==> src/rtl/transform_pkg.sv <==
// transform_pkg: shared state encoding, fixed-point constants and coordinate type
// for the vertex transform path.
package transform_pkg;
    localparam int COORD_W_DEF = 10;
    localparam int TRIG_W      = 21;
    localparam int FX_SCALE    = 1000;
    typedef logic signed [COORD_W_DEF-1:0] coord_t;
    typedef enum logic [2:0] {
        S_IDLE, S_FETCH, S_LOAD, S_XFORM, S_EMIT, S_DONE
    } state_t;
endpackage

==> src/rtl/xform_wait_counter.sv <==
// xform_wait_counter: loadable down-counter with zero flag, used to time
// multicycle datapath settling.
module xform_wait_counter
    import transform_pkg::*;
#(
    parameter int W = 2
) (
    input  logic         clock,
    input  logic         resetn,
    input  logic         load,
    input  logic         dec,
    input  logic [W-1:0] load_val,
    output logic         zero
);
    logic [W-1:0] cnt_q, cnt_d;

    always_comb cnt_d = load ? load_val : (dec && cnt_q != '0) ? cnt_q - 1'b1 : cnt_q;

    always_ff @(posedge clock or negedge resetn)
        if (!resetn) cnt_q <= '0;
        else         cnt_q <= cnt_d;

    assign zero = cnt_q == '0;
endmodule

==> src/rtl/transform_sequencer.sv <==
// transform_sequencer: walks a vertex ROM through the shared combinational
// transform datapath one vertex at a time and emits results over valid/ready.
module transform_sequencer
    import transform_pkg::*;
#(
    parameter int NUM_VERTS = 8,
    parameter int ADDR_W    = 3,
    parameter int COORD_W   = COORD_W_DEF,
    parameter int XFORM_LAT = 2
) (
    input  logic               clock,
    input  logic               resetn,
    input  logic               start,
    input  logic               abort,
    output logic               busy,
    output logic               done,
    output logic               param_latch,
    output logic               vert_rd,
    output logic [ADDR_W-1:0]  vert_addr,
    input  logic [COORD_W-1:0] vert_x,
    input  logic [COORD_W-1:0] vert_y,
    input  logic [COORD_W-1:0] vert_z,
    output logic [COORD_W-1:0] xf_x,
    output logic [COORD_W-1:0] xf_y,
    output logic [COORD_W-1:0] xf_z,
    input  logic [COORD_W-1:0] res_x,
    input  logic [COORD_W-1:0] res_y,
    input  logic [COORD_W-1:0] res_z,
    output logic               out_valid,
    input  logic               out_ready,
    output logic [COORD_W-1:0] out_x,
    output logic [COORD_W-1:0] out_y,
    output logic [COORD_W-1:0] out_z,
    output logic [ADDR_W-1:0]  out_idx
);
    localparam int CNT_W = $clog2(XFORM_LAT) + 1;
    localparam logic [ADDR_W-1:0] LAST = ADDR_W'(NUM_VERTS - 1);

    state_t                 state_q, state_d;
    logic [ADDR_W-1:0]      idx_q, idx_d;
    logic [3*COORD_W-1:0]   xf_q, out_q;
    logic [ADDR_W-1:0]      out_idx_q;
    logic                   cnt_zero;
    logic                   capture;

    xform_wait_counter #(.W(CNT_W)) u_wait (
        .clock    (clock),
        .resetn   (resetn),
        .load     (state_q == S_LOAD),
        .dec      (state_q == S_XFORM),
        .load_val (CNT_W'(XFORM_LAT - 1)),
        .zero     (cnt_zero)
    );

    always_comb begin
        state_d = state_q;
        idx_d   = idx_q;
        case (state_q)
            S_IDLE:  state_d = start ? S_FETCH : S_IDLE;
            S_FETCH: state_d = S_LOAD;
            S_LOAD:  state_d = S_XFORM;
            S_XFORM: state_d = cnt_zero ? S_EMIT : S_XFORM;
            S_EMIT:  if (out_ready) begin
                state_d = (idx_q == LAST) ? S_DONE : S_FETCH;
                idx_d   = (idx_q == LAST) ? '0 : idx_q + 1'b1;
            end
            default: state_d = S_IDLE;
        endcase
        // abort wins over every transition, including start in IDLE
        if (abort) begin
            state_d = S_IDLE;
            idx_d   = '0;
        end
    end

    always_ff @(posedge clock or negedge resetn)
        if (!resetn) begin
            state_q <= S_IDLE;
            idx_q   <= '0;
        end else begin
            state_q <= state_d;
            idx_q   <= idx_d;
        end

    assign capture = state_q == S_XFORM && cnt_zero && !abort;

    // xf_q holds from LOAD through EMIT, making res_* a multicycle path
    always_ff @(posedge clock or negedge resetn)
        if (!resetn) begin
            xf_q      <= '0;
            out_q     <= '0;
            out_idx_q <= '0;
        end else begin
            if (state_q == S_LOAD) xf_q <= {vert_x, vert_y, vert_z};
            if (capture) begin
                out_q     <= {res_x, res_y, res_z};
                out_idx_q <= idx_q;
            end
        end

    assign busy        = state_q != S_IDLE;
    assign done        = state_q == S_DONE;
    assign vert_rd     = state_q == S_FETCH;
    assign param_latch = state_q == S_FETCH && idx_q == '0;
    assign out_valid   = state_q == S_EMIT;
    assign vert_addr   = idx_q;
    assign out_idx     = out_idx_q;
    assign {xf_x, xf_y, xf_z}    = xf_q;
    assign {out_x, out_y, out_z} = out_q;
endmodule

==> config.mk <==
export PLATFORM = sky130hd
export DESIGN_NAME = transform_sequencer
export DESIGN_NICKNAME = d
export VERILOG_FILES = /design/src/rtl/transform_pkg.sv /design/src/rtl/xform_wait_counter.sv /design/src/rtl/transform_sequencer.sv
export SDC_FILE = /design/constraint.sdc
export NUM_CORES = 1
export LEC_CHECK = 0
export BUFFER_PORTS_ARGS = -buffer_cell sky130_fd_sc_hd__buf_2
export CAP_MARGIN = 20
export CELL_PAD_IN_SITES_DETAIL_PLACEMENT = 1
export CELL_PAD_IN_SITES_GLOBAL_PLACEMENT = 1
export CORE_ASPECT_RATIO = 1.1
export CORE_MARGIN = 4
export CORE_UTILIZATION = 39
export DETAILED_ROUTE_END_ITERATION = 10
export PLACE_DENSITY = 0.87
export SLEW_MARGIN = 20
export SYNTH_ARGS = -nofsm -noshare
export SYNTH_HDL_FRONTEND = slang
export SYNTH_HIERARCHICAL = 1
export SYNTH_SLANG_ARGS = --single-unit
export TNS_END_PERCENT = 50
==> constraint.sdc <==
create_clock -name clock -period 3 [get_ports clock]
set_input_delay 0.15 -clock clock [delete_from_list [all_inputs] [get_ports clock]]
set_output_delay 0.15 -clock clock [all_outputs]
set_load 0.02 [all_outputs]
==> impl_results.md <==
* Post-layout minimum cycle time at about 2000 ps
* Cell Pwr Density at 1002 mW/mm2
* Setup violators final at 0
* Asr flop ratio synth at 1.000
* Crit Path Category: reg2reg
* Post-CTS resize count at 0
* Routed len/inst at 17.24 um
* Core area at 0.007127 mm2
* Global placer's final weighted congestion at 0.7739
* Setup bufs post-CTS at 0
* Die height at 98.58 um
* Complex-gate fraction of the synthesized area at 0.02409
* Worst path cell trace: nor3b_4 -> buf_12 -> mux2_2
* TritonCTS clock tree: built
* I/O pin cnt at 136
* CP Launch Type: flip-flop
* Post-DRT Antenna Nets at 0
* Slew Limit Fails at 0
* Cell taking the most area after synthesis: dfrtp_1
* Root Buffer: clkbuf_8
* Row count at 32
* First DRT Iteration DRCs at 63
* Largest family of logic cells by synthesized area: multiplexers
* Min-delay worst type: in2reg
* DRC at 0
* Met3 wire length at 372 um
* Delay-heaviest family, CP: simple AND/OR/NAND/NOR gates
* GRT Overall Usage at 0.1716
* Area of the mapped netlist at just under 0.003 mm2
* Detailed-route wire length at 7276 um
* Syn nets at approximately 260
* Worst Path Buf+Inv at 1
* Most frequent cells after synthesis: dfrtp_1, mux2_2, mux2_1, nor2_1, inv_1
* Yosys reg bits at 71
* # Max-Cap Violations at 0
* Post-synth top area share at 0.6108
* Slew headroom at 0.3365
* Clock sinks at 71
* Highest Signal Layer: met4
* Tcrit/Tclk final at 0.6666
* Fmax at 500.0 MHz
* Maximum vdd drop at 0.0003223 V
* Mean Syn Cell Area at 15.00 um2
* Adder-cell share of the synthesized area at 0.01720
* Pwr Total at between 3 and 4 mW
* NumNets Final at 401
* Post-synth EDFFs at 0
* N_diodes at 0
* Slowest stage delay, CP at 640 ps
* Critical Path Sink Type: flip-flop
* Design Area, Final at just under 0.004 mm2
* Drt pass-1 iters at 6
* Synth Area in Simple Gates at 0.06366
* Mux cell area share after synthesis at 0.2473
* Syn Inst Count at 194
* Die area at 0.008906 mm2
* Worst slew pin tran at 981.9 ps
* Outcome: completed
* Clock Skew at approximately 13 ps
* Clock transition at the registers of the reported paths at 80 ps
* Synth area leaders: dfrtp_1, mux2_2, mux2_1
* Detail-routed via count per cell at 4.810
* Final TNS setup at 0 ps
* H-tree levels at 3
* Total grt overflow at 0
* IO Port Bufs at about 140
* Half-perimeter wire length after placement at between 5000 and 6000 um
* First-pass GRT wire length at 12130 um
* Routed length on met2 at 4154 um
* RSZ-0062 raised after global routing: no
* Synth Flop Type: dfrtp_1
* Total CTS buffers at 9
* Total number of vias at slightly above 2000
* # hold bufs at CTS at 0
* Library cells used by synthesis at 33
* Pin count of the biggest net entering global routing at 72
* Initial core utilization at 0.4082
* Max clock buf depth at 2
* Crit path required time at 3220 ps
* Chip width at between 90 and 100 um
* DRT met1 WL at 2704 um
* Vias in the first global route at between 2000 and 2500
* Sequential area share after synthesis at 0.6108
* Layout Area Growth over Synthesis at 34.45%
* Leakage at 2.027 nW
* Initial antenna violation count at 0
* Worst EP arrival at 2220 ps
* Area after DPL at about 0.0037 mm2
* Warning count from the yosys run at 6
* CP Max Fanout at 26
* Slowest CP cell: nor3b_4
* Layout cell share with drive strength beyond 1 at 0.5608
* Fin. Hold Viols at 0
* Most frequent cell after synthesis: dfrtp_1
* XOR/XNOR Fraction of Synth Area at 0
* Clock latency on the worst-skew pair at 340 ps
## power by group
part	switching, mW	internal [mW]	leakage, nW	total [mW]
logic	0.837	0.557	1.02	1.39
registers	0.198	1.33	0.877	1.53
clock network	0.357	0.636	0.126	0.992
total	1.39	2.53	2.03	3.92
## flip-flops by register name (all words and copies together), names as in the netlist
register	count
xf_q	30
out_q	30
vert_addr	3
out_idx	3
state_q	3
u_wait/cnt_q	2
## layout make-up
| class | instances | area [um2] |
|---|---|---|
| Clock buffer | 10 | 127.6 |
| Sequential cell | 71 | 1777 |
| Inverter | 5 | 18.77 |
| Multi-Input combinational cell | 107 | 1039 |
| Tap cell | 85 | 106.4 |
| Fill cell | 760 | 3216 |
| Timing Repair Buffer | 138 | 710.7 |
| Clock inverter | 6 | 132.6 |
## logic make-up after synthesis
| group | after synthesis |
|---|---|
| AO/OA/AOI/OAI | 10 |
| adder cells (fa/ha/maj) | 4 |
| buffers and inverters | 16 |
| flip-flops | 71 |
| multiplexers | 64 |
| other | 2 |
| AND/OR/NAND/NOR | 27 |
## per-layer routing
| layer | track usage | vias to the layer above |
|---|---|---|
| li1 | - | 949 |
| met2 | 0.3270 | 68 |
| met5 | 0 | - |
| met4 | 0.05300 | 0 |
| met1 | 0.1814 | 1009 |
| met3 | 0.05038 | 4 |
## through the flow
step	setup WS (ps)	hold WS [ps]	std cells	utilization
2_1_floorplan	1408	-145.6	194	-
3_3_place_gp	1072	365.8	406	0.5123
3_5_place_dp	988.3	372.2	406	0.5123
4_1_cts	981.1	7.770	422	0.5488
5_1_grt	854.4	11.37	422	0.5488
6_report	1000	21.56	422	0.5488
## worst register-to-register path, stage by stage, from the launching register on
cell     delay [ps]
dfrtp_1         610
nor3b_4         650
buf_12          270
mux2_2          360
## layout by cell type, fill, tap and decap left out, types with 4 or more instances in the layout
cell type	n
ha_1	4
buf_2	135
mux2_2	32
dfrtp_1	71
nor2_1	7
clkbuf_8	9
nand2_1	4
mux2_1	31
bufinv_16	4
inv_1	5
## worst paths after layout
| kind | start | endpoint | slack [ps] | depth (start not counted) |
|---|---|---|---|---|
| min | res_z[0] | out_q[0] | 20 | 2 |
| max reg2reg | state_q[1] | xf_q[23] | 1000 | 3 |
| max in group asynchronous | resetn | out_q[22] | 2400 | 2 |
| max | state_q[1] | xf_q[23] | 1000 | 3 |
| min in group asynchronous | resetn | xf_q[11] | 30 | 2 |
| min reg2reg | out_q[20] | out_q[20] | 480 | 1 |
(Power assumes the default switching activity.)
